--- src/rtl/cnn_stage_sequencer_if.sv ---
// cnn_stage_sequencer_if: controller and stage-side signals of the CNN stage sequencer
interface cnn_stage_sequencer_if #(
  parameter int N_STAGES = 8,
  parameter int CNT_W = 20,
  parameter int IDX_W = (N_STAGES > 1) ? $clog2(N_STAGES) : 1
);
  logic start;
  logic abort;
  logic [N_STAGES-1:0] stage_done;
  logic [N_STAGES-1:0] stage_rst;
  logic [N_STAGES-1:0] stage_active;
  logic [IDX_W-1:0] cur_stage;
  logic [CNT_W-1:0] stage_cnt;
  logic busy;
  logic done;
  logic error;
  logic [IDX_W-1:0] err_stage;
  modport master (
    output start, abort, stage_done,
    input stage_rst, stage_active, cur_stage, stage_cnt, busy, done, error, err_stage
  );
  modport slave (
    input start, abort, stage_done,
    output stage_rst, stage_active, cur_stage, stage_cnt, busy, done, error, err_stage
  );
endinterface

--- src/rtl/cnn_stage_sequencer.sv ---
// cnn_stage_sequencer: releases CNN stage resets in order, advancing on done handshake or cycle budget
module cnn_stage_sequencer #(
  parameter int N_STAGES = 8,
  parameter int CNT_W = 20,
  parameter logic [N_STAGES*CNT_W-1:0] STAGE_BUDGET = {N_STAGES{20'd16}},
  parameter logic [N_STAGES-1:0] USE_DONE = {N_STAGES{1'b1}},
  parameter bit TIMEOUT_EN = 1'b1,
  parameter int IDX_W = (N_STAGES > 1) ? $clog2(N_STAGES) : 1
) (
  input logic clk,
  input logic reset,
  cnn_stage_sequencer_if.slave bus
);
  typedef enum logic [1:0] {IDLE, ARM, RUN} state_t;
  localparam logic [N_STAGES-1:0] ALL = {N_STAGES{1'b1}};
  localparam logic [N_STAGES-1:0] ONE = N_STAGES'(1);
  state_t st, st_n;
  logic [N_STAGES-1:0] rst_q, rst_d, act_q, act_d;
  logic [IDX_W-1:0] cur_q, cur_d, es_q, es_d;
  logic [CNT_W-1:0] cnt_q, cnt_d, bud, lim;
  logic busy_q, busy_d, done_q, done_d, err_q, err_d;
  logic last, hit, dn, ud, cpl, tmo;
  // a zero budget behaves as a one-cycle budget
  always_comb begin
    bud = STAGE_BUDGET[int'(cur_q)*CNT_W +: CNT_W];
    lim = (bud == '0) ? '0 : bud - 1'b1;
    last = cur_q == IDX_W'(N_STAGES - 1);
    hit = cnt_q == lim;
    dn = bus.stage_done[cur_q];
    ud = USE_DONE[cur_q];
    cpl = ud ? dn : hit;
    tmo = ud && TIMEOUT_EN && hit && !dn;
  end
  always_ff @(posedge clk or posedge reset)
    if (reset) begin
      st <= IDLE;
      rst_q <= ALL;
      act_q <= '0;
      cur_q <= '0;
      cnt_q <= '0;
      busy_q <= 1'b0;
      done_q <= 1'b0;
      err_q <= 1'b0;
      es_q <= '0;
    end else begin
      st <= st_n;
      rst_q <= rst_d;
      act_q <= act_d;
      cur_q <= cur_d;
      cnt_q <= cnt_d;
      busy_q <= busy_d;
      done_q <= done_d;
      err_q <= err_d;
      es_q <= es_d;
    end
  always_comb
    st_n = (st == IDLE) ? (bus.start ? ARM : IDLE)
         : (st == ARM) ? (bus.abort ? IDLE : RUN)
         : (st == RUN && !(bus.abort || tmo || (cpl && last))) ? RUN : IDLE;
  // abort outranks completion; a coincident stage_done outranks timeout because tmo requires !dn
  always_comb begin
    rst_d = rst_q;
    cur_d = cur_q;
    cnt_d = cnt_q;
    es_d = es_q;
    err_d = err_q;
    done_d = 1'b0;
    if (st == IDLE) begin
      if (bus.start) begin
        rst_d = ALL;
        err_d = 1'b0;
        cur_d = '0;
        cnt_d = '0;
      end
    end else if (bus.abort) begin
      rst_d = ALL;
      cnt_d = '0;
    end else if (st == ARM) begin
      rst_d = ALL << 1;
      cur_d = '0;
      cnt_d = '0;
    end else if (cpl && !last) begin
      cur_d = cur_q + 1'b1;
      rst_d = rst_q & ~(ONE << cur_d);
      cnt_d = '0;
    end else if (cpl) begin
      done_d = 1'b1;
      cnt_d = '0;
    end else if (tmo) begin
      err_d = 1'b1;
      es_d = cur_q;
      rst_d = ALL;
      cnt_d = '0;
    end else
      cnt_d = (cnt_q == '1) ? cnt_q : cnt_q + 1'b1;
    busy_d = st_n != IDLE;
    act_d = (st_n == RUN) ? ONE << cur_d : '0;
  end
  assign bus.stage_rst = rst_q;
  assign bus.stage_active = act_q;
  assign bus.cur_stage = cur_q;
  assign bus.stage_cnt = cnt_q;
  assign bus.busy = busy_q;
  assign bus.done = done_q;
  assign bus.error = err_q;
  assign bus.err_stage = es_q;
endmodule

--- src/flat_wrapper.sv ---
// flat-port wrapper written by rule: the top's interface ports become plain ports
module cnn_stage_sequencer_flat 
#(
  parameter int N_STAGES = 8,
  parameter int CNT_W = 20,
  parameter logic [N_STAGES*CNT_W-1:0] STAGE_BUDGET = {N_STAGES{20'd16}},
  parameter logic [N_STAGES-1:0] USE_DONE = {N_STAGES{1'b1}},
  parameter bit TIMEOUT_EN = 1'b1,
  parameter int IDX_W = (N_STAGES > 1) ? $clog2(N_STAGES) : 1
)
  (clk, reset, bus_start, bus_abort, bus_stage_done, bus_stage_rst, bus_stage_active, bus_cur_stage, bus_stage_cnt, bus_busy, bus_done, bus_error, bus_err_stage);
  cnn_stage_sequencer_if #(.N_STAGES(N_STAGES), .CNT_W(CNT_W), .IDX_W(IDX_W)) bus_i ();
  input logic clk;
  input logic reset;
  input wire logic [$bits(bus_i.start)-1:0] bus_start;
  input wire logic [$bits(bus_i.abort)-1:0] bus_abort;
  input wire logic [$bits(bus_i.stage_done)-1:0] bus_stage_done;
  output wire logic [$bits(bus_i.stage_rst)-1:0] bus_stage_rst;
  output wire logic [$bits(bus_i.stage_active)-1:0] bus_stage_active;
  output wire logic [$bits(bus_i.cur_stage)-1:0] bus_cur_stage;
  output wire logic [$bits(bus_i.stage_cnt)-1:0] bus_stage_cnt;
  output wire logic [$bits(bus_i.busy)-1:0] bus_busy;
  output wire logic [$bits(bus_i.done)-1:0] bus_done;
  output wire logic [$bits(bus_i.error)-1:0] bus_error;
  output wire logic [$bits(bus_i.err_stage)-1:0] bus_err_stage;
  assign bus_i.start = bus_start;
  assign bus_i.abort = bus_abort;
  assign bus_i.stage_done = bus_stage_done;
  assign bus_stage_rst = bus_i.stage_rst;
  assign bus_stage_active = bus_i.stage_active;
  assign bus_cur_stage = bus_i.cur_stage;
  assign bus_stage_cnt = bus_i.stage_cnt;
  assign bus_busy = bus_i.busy;
  assign bus_done = bus_i.done;
  assign bus_error = bus_i.error;
  assign bus_err_stage = bus_i.err_stage;
  cnn_stage_sequencer #(.N_STAGES(N_STAGES), .CNT_W(CNT_W), .STAGE_BUDGET(STAGE_BUDGET), .USE_DONE(USE_DONE), .TIMEOUT_EN(TIMEOUT_EN), .IDX_W(IDX_W)) u_core (.clk(clk), .reset(reset), .bus(bus_i));
endmodule
--- config.mk ---
export PLATFORM = sky130hd
export DESIGN_NAME = cnn_stage_sequencer_flat
export DESIGN_NICKNAME = d
export VERILOG_FILES = /design/src/rtl/cnn_stage_sequencer_if.sv /design/src/rtl/cnn_stage_sequencer.sv /design/src/flat_wrapper.sv
export SDC_FILE = /design/constraint.sdc
export NUM_CORES = 1
export LEC_CHECK = 0
export BUFFER_PORTS_ARGS = -buffer_cell sky130_fd_sc_hd__buf_2
export CAP_MARGIN = 20
export CORE_ASPECT_RATIO = 1.25
export CORE_MARGIN = 4
export CORE_UTILIZATION = 45
export DETAILED_ROUTE_END_ITERATION = 12
export GPL_ROUTABILITY_DRIVEN = 0
export HOLD_SLACK_MARGIN = 0.02
export PLACE_DENSITY_LB_ADDON = 0.25
export SYNTH_ARGS = -nofsm -noshare
export SYNTH_HDL_FRONTEND = slang
export SYNTH_SLANG_ARGS = --single-unit
--- constraint.sdc ---
create_clock -name clk -period 2.81 [get_ports clk]
set_input_delay 0.4215 -clock clk [delete_from_list [all_inputs] [get_ports clk]]
set_output_delay 0.4215 -clock clk [all_outputs]
set_load 0.03 [all_outputs]
## Yosys cells after proc, flatten, opt, wreduce, memory -nomap -nowiden

Memories as Yosys holds them, arrays and structs flattened.
Cells that the tools add are included.

- Register bits after elaboration: 47
- Bits in read-only memories: 8
- Input bits: 12
- Output and inout bits: 45
- Word-level logic and storage cells: 100
- Memories kept: 1

Memory list:

| memory | depth | bits a word | rd ports | clocked after Yosys merged registers in | wr ports | RTL line | RTL |
|---|---|---|---|---|---|---|---|
| (name not given) | 8 | 1 | 1 | 0 | 0 | cnn_stage_sequencer.sv:30 | `ud = USE_DONE[cur_q];` |

- $add $sub $neg: 3
- Multipliers: 1
- Magnitude comparators: 1
- Equal/unequal tests: 13
- Shift-type cells: 3
- Muxes and demuxes: 43
- Bitwise gates (word level): 7
- Reductions and logical operators: 19

Operators by type and width:

| operator | count |
|---|---|
| 20-bit 2-to-1 mux | 9 |
| 160-bit by 32-bit indexed part select with 20-bit output, first input constant | 1 |
| 8-bit 2-to-1 mux | 8 |
| 20-bit by 1-bit adder with 20-bit output, second input constant | 1 |
| 20-bit equality test | 1 |
| 20-bit equality test, second input constant | 1 |
| 20-bit zero test | 1 |
| 20-bit by 1-bit subtractor with 20-bit output, second input constant | 1 |
| 1-bit 2-to-1 mux | 16 |
| 1-bit by 3-bit << shifter with 8-bit output, first input constant | 2 |
| 3-bit 2-to-1 mux | 5 |
| 6-bit AND reduction | 2 |
| 8-bit bitwise AND | 1 |
| 2-bit 2-to-1 mux | 4 |
| 8-bit inverter | 1 |
| 7-bit by 2-bit != test with 1-bit output, second input constant | 1 |
| 3-bit by 3-bit multiplier with 6-bit output, second input constant | 1 |
| 2-bit by 1-bit != test with 1-bit output, second input constant | 3 |
| 1-bit logical AND | 5 |
| 5-bit != test, second input constant | 1 |
| 1-bit inverter | 5 |
| 5-bit nonzero test | 1 |
| 2-bit equality test, second input constant | 2 |
| 3-bit by 4-bit less-than comparator with 1-bit output, second input constant | 1 |
| other kinds (11) | 16 |

## Longest topological paths before layout

- Word-level depth: 16
- Gate-level depth with buffers: 8
- Mapped depth without buffers: 7

## Worst setup path before layout

OpenSTA, ideal clock, no wires.

- Kind: reg2reg
- From: reg u_core.cur_q[0], in the netlist u_core.bus.cur_stage[0]
- To: reg u_core.cnt_q[11], in the netlist u_core.bus.stage_cnt[11]
- Setup time: 0.069 ns
- Arrival: 2.535 ns
- Required time: 2.741 ns
- Path slack: 0.206 ns
- Cell stages (with the launch flop): 7
- Cell sequence: dfrtp_1 -> mux4_2 -> mux2_4 -> a211o_1 -> buf_2 -> or4_1 -> nand3_1

- Cells in the longest elaborated chain, start to end: 13

RTL lines:

| element | RTL line | RTL |
|---|---|---|
| start, declared | cnn_stage_sequencer.sv:19 | `logic [IDX_W-1:0] cur_q, cur_d, es_q, es_d;` |
| start signal, assigned | cnn_stage_sequencer.sv:49 | `cur_q <= cur_d;` |
| 3-bit by 3-bit multiplier with 6-bit output | cnn_stage_sequencer.sv:25 | `bud = STAGE_BUDGET[int'(cur_q)*CNT_W +: CNT_W];` |
| 160-bit by 32-bit indexed part select with 20-bit output | cnn_stage_sequencer.sv:25 |  |
| 20-bit by 1-bit subtractor with 20-bit output / 20-bit zero test (equally long branches) | cnn_stage_sequencer.sv:26 | `lim = (bud == '0) ? '0 : bud - 1'b1;` |
| 20-bit 2-to-1 mux | cnn_stage_sequencer.sv:26 |  |
| 20-bit equality test | cnn_stage_sequencer.sv:28 | `hit = cnt_q == lim;` |
| 1-bit logical AND (2 in a row) | cnn_stage_sequencer.sv:32 | `tmo = ud && TIMEOUT_EN && hit && !dn;` |
| 20-bit 2-to-1 mux | cnn_stage_sequencer.sv:89 | `end else if (tmo) begin` |
| 20-bit 2-to-1 mux | cnn_stage_sequencer.sv:86 | `end else if (cpl) begin` |
| 20-bit 2-to-1 mux | cnn_stage_sequencer.sv:82 | `end else if (cpl && !last) begin` |
| 20-bit 2-to-1 mux | cnn_stage_sequencer.sv:78 | `end else if (st == ARM) begin` |
| 20-bit 2-to-1 mux | cnn_stage_sequencer.sv:75 | `end else if (bus.abort) begin` |
| 20-bit 2-to-1 mux | cnn_stage_sequencer.sv:68 | `if (st == IDLE) begin` |
| end signal, assigned | cnn_stage_sequencer.sv:50 | `cnt_q <= cnt_d;` |
| end, declared | cnn_stage_sequencer.sv:20 | `logic [CNT_W-1:0] cnt_q, cnt_d, bud, lim;` |

Parallel ways exist; a longest one is shown, timed or not. The select of a mux whose other input is x is not followed.
A chain may end at the register's enable or synchronous reset.

## Worst setup path after layout

- From: reg u_core.cnt_q[1], in the netlist u_core.bus.stage_cnt[1]
- To: reg u_core.cnt_q[14], in the netlist u_core.bus.stage_cnt[14]

- Cells in the longest elaborated chain, start to end: 9

RTL lines:

| element |
|---|
| parallel branches: the longest is 9 deep, another holds 20-bit by 1-bit adder with 20-bit output |

Parallel ways; which one is timed is not known. The select of a mux whose other input is x is not followed.

==> impl_metrics.ini <==
[die]
io_pins = 57
chipHeight_um = 92.3
die_width_um = 75.5
design.die.area_um2 = 6970
initial_utilization = 0.467
core_region_area_um2 = 5480
row_count = 30

[setup_path]
timing.critical_path.required_ns = 2.98
end_kind = register
arrival_ns = 2.68
critical_path.max_stage_delay_ns = 0.63
cp.buffers_inverters = 1
crit_path_start_kind = register
crit_path_max_fanout = 7
timing.critical_path.max_delay_family = simple AND/OR/NAND/NOR gates
criticalPathCategory = reg -> reg
critical_path.cell_chain = ha_1 -> nand3_1 -> or4_1 -> buf_4 -> nor3_1 -> a2111oi_0 -> mux2i_1
cp_slowest_cell = sky130_fd_sc_hd__or4_1

[logic_synthesis]
yosys.area_share.simple = 0.218
synth_top_family_by_area = simple AND/OR/NAND/NOR gates
synth_edf_count = 0
netlist_area_um2 = 2560
synth-adder-area-share = 0.0391
synth_warnings = 0
number_of_different_library_cells_in_the_post_synthesis_netlist = 50
ys_ff_latch = 47
synthMuxAreaShare = 0.0601
yosys-top-cells-area = sky130_fd_sc_hd__dfrtp_1 (38%), sky130_fd_sc_hd__dfstp_2 (8.2%), sky130_fd_sc_hd__ha_1 (3.9%)
netlist_instances = 253
async_flop_share = 1.00
synthesis.area_per_instance_um2 = 10.1
synth_flop_cell = sky130_fd_sc_hd__dfrtp_1
yosys.area_share.xor_xnor = 0.00342
synth-compound-area-share = 0.176
yosysSeqAreaShare = 0.463
yosysTopAreaCell = sky130_fd_sc_hd__dfrtp_1
synth_fp_nets = 273
synth_top_cell_area_share = 0.381

[global_routing]
via_count_of_the_first_global_routing_pass = 2238
track_usage = 0.194
largest_net_degree_at_the_start_of_global_routing = 48
antenna_violations_before_repair = 0
grt_first_pass_wirelength_um = 10700
grt-ovfl-total = 0

[cts]
clk-insertion-delay-late_ns = 0.31
tritoncts_clock_tree = built
number_of_resized_instances_in_the_post_cts_repair_step = 0
htreeDepth = 2
clock_sink_count = 47
cts.reportedPaths.clkPinSlew_ns = 0.10
clock_path_buffers = 2
cts_root_buf = sky130_fd_sc_hd__clkbuf_8
cts_setup_buffers = 0
cts_buffers = 5
cts-hold-fix-buffers = 0

[placed_design]
count_of_buffers_inserted_at_the_top_level_ports = 56
dp_hpwl_um = 4620

[cells_and_area]
most_common_library_cell_in_the_layout_ignoring_fill_and_taps = sky130_fd_sc_hd__buf_2
number_of_antenna_repair_diodes = 0
layout-drive-gt1-share = 0.297
filler_cell_count = 494
area_growth_syn_to_layout_pct = 20.8
highest_count_cells_in_the_layout_ignoring_fill_and_taps = sky130_fd_sc_hd__buf_2 (56), sky130_fd_sc_hd__dfrtp_1 (39), sky130_fd_sc_hd__inv_1 (15), sky130_fd_sc_hd__nand2_1 (15), sky130_fd_sc_hd__nand3_1 (14)
finish.utilization = 0.564
nets = 339

[route]
finalWirelength_um = 6290
detail_route.iter0.violations = 200
ant_nets = 0
vias = 2301
drc = 0
highest_layer = met4
wl_met2_um = 3230
detail_route.first_pass.iterations = 4
routedWlPerCell_um = 16.4
m1WireLength_um = 2570
post_drt_via_cell_ratio = 5.99
met3_length_um = 375

[hold_path]
hold_class = reg -> reg

[timing]
fin_crit_sh = 0.892
max_clock_freq_mhz = 399
grt_setup_unrepaired = false
fin_worst_skew_ns = 0.0115
fin_worst_hold_slack_ns = 0.505
tns_ns = 0
timing_max_transition_violations_final = 0
max_slew_margin = 0.426
worst-slew-pin-transition_ns = 0.862
setup_viols_final = 0
period_needed_ns = 2.51
timing_hold_violations_final = 0

[power_and_ir_drop]
power.ir.vdd_worst_mv = 0.307
power.density_cell_area_nw_per_um2 = 476
design_power_total_mw = 1.47
leakage_power_nw = 1.45

[job]
max-cap-violations = 0

[run_status]
outcome = completed
## where the power goes
group | internal (mW) | total [mW] | switching [mW]
combinational | 0.117 | 0.312 | 0.195
clock | 0.182 | 0.432 | 0.250
sequential | 0.704 | 0.730 | 0.0253
total | 1.00 | 1.47 | 0.470
## path summary, 6_finish.rpt
| check | slack (ns) | from | end | cells after the start |
|---|---|---|---|---|
| hold / removal | 0.51 | u_core.bus.stage_rst[5] | u_core.bus.stage_rst[5] | 1 |
| min in group asynchronous | 0.52 | reset | u_core.bus.done | 3 |
| setup reg to reg | 0.30 | u_core.bus.stage_cnt[1] | u_core.bus.stage_cnt[14] | 7 |
| max in group asynchronous | 1.80 | reset | u_core.bus.stage_rst[4] | 4 |
| setup / recovery | 0.30 | u_core.bus.stage_cnt[1] | u_core.bus.stage_cnt[14] | 7 |
| hold reg to reg | 0.51 | u_core.bus.stage_rst[5] | u_core.bus.stage_rst[5] | 1 |
## per-stage QoR
| step | cells | area, um^2 | setup WS [ns] |
|---|---|---|---|
| final | 384 | 3090 | 0.305 |
| after global routing | 384 | 3090 | 0.109 |
| after CTS | 382 | 3060 | 0.300 |
| after detailed placement | 374 | 2970 | 0.317 |
| after global placement | 374 | 2970 | 0.346 |
| after floorplan | 253 | 2560 | 0.206 |
## flip-flops by register name, summed over array words and instances (netlist names)
name,flops
u_core.bus.stage_active,8
u_core.bus.stage_cnt,20
u_core.bus.err_stage,3
u_core.bus.error,1
u_core.bus.stage_rst,8
u_core.bus.busy,1
u_core.bus.done,1
u_core.st,2
u_core.bus.cur_stage,3
## area by class of cell
type	count	area (um^2)	area share
flip-flops and latches	47	1190	0.383
multi-input cells	179	1270	0.411
well taps	64	80.1	0.0259
repair buffers	70	400	0.129
clock inverters	3	25.0	0.00809
inverters	16	60.1	0.0194
clock buffers	5	68.8	0.0222
## cells in the mapped netlist, types with 4 or more instances
library cell / n
sky130_fd_sc_hd__nand4_1: 8
sky130_fd_sc_hd__nand2_1: 15
sky130_fd_sc_hd__dfrtp_1: 39
sky130_fd_sc_hd__o211ai_1: 7
sky130_fd_sc_hd__clkbuf_1: 10
sky130_fd_sc_hd__a21o_1: 7
sky130_fd_sc_hd__mux2i_1: 6
sky130_fd_sc_hd__dfstp_2: 8
sky130_fd_sc_hd__nor4_1: 6
sky130_fd_sc_hd__nand3_1: 14
sky130_fd_sc_hd__ha_1: 8
sky130_fd_sc_hd__a2bb2oi_1: 6
sky130_fd_sc_hd__nor3_1: 7
sky130_fd_sc_hd__o221ai_1: 5
sky130_fd_sc_hd__inv_1: 16
sky130_fd_sc_hd__or4_1: 8
sky130_fd_sc_hd__nor2_1: 13
sky130_fd_sc_hd__and3_1: 6
sky130_fd_sc_hd__a21oi_1: 8
sky130_fd_sc_hd__o21ai_0: 8
sky130_fd_sc_hd__or3_1: 4
## cells by family (layout without fill, tap and decap cells)
logic type	count (synthesis)	in the layout
and+or+nand+nor	97	97
muxes	12	12
xor gates and xnor gates	1	1
AOI/OAI and AO/OA	61	61
DFF	47	47
buffers and inverters	27	94
adders and majority gates	8	8
## layer usage
metal  GRT usage  vias to the layer above
met2       0.323                       66
met3      0.0467                       10
met1       0.239                     1121
met4      0.0700                        0
li1            -                     1104
met5           0                        -
(Power assumes the default switching activity.)
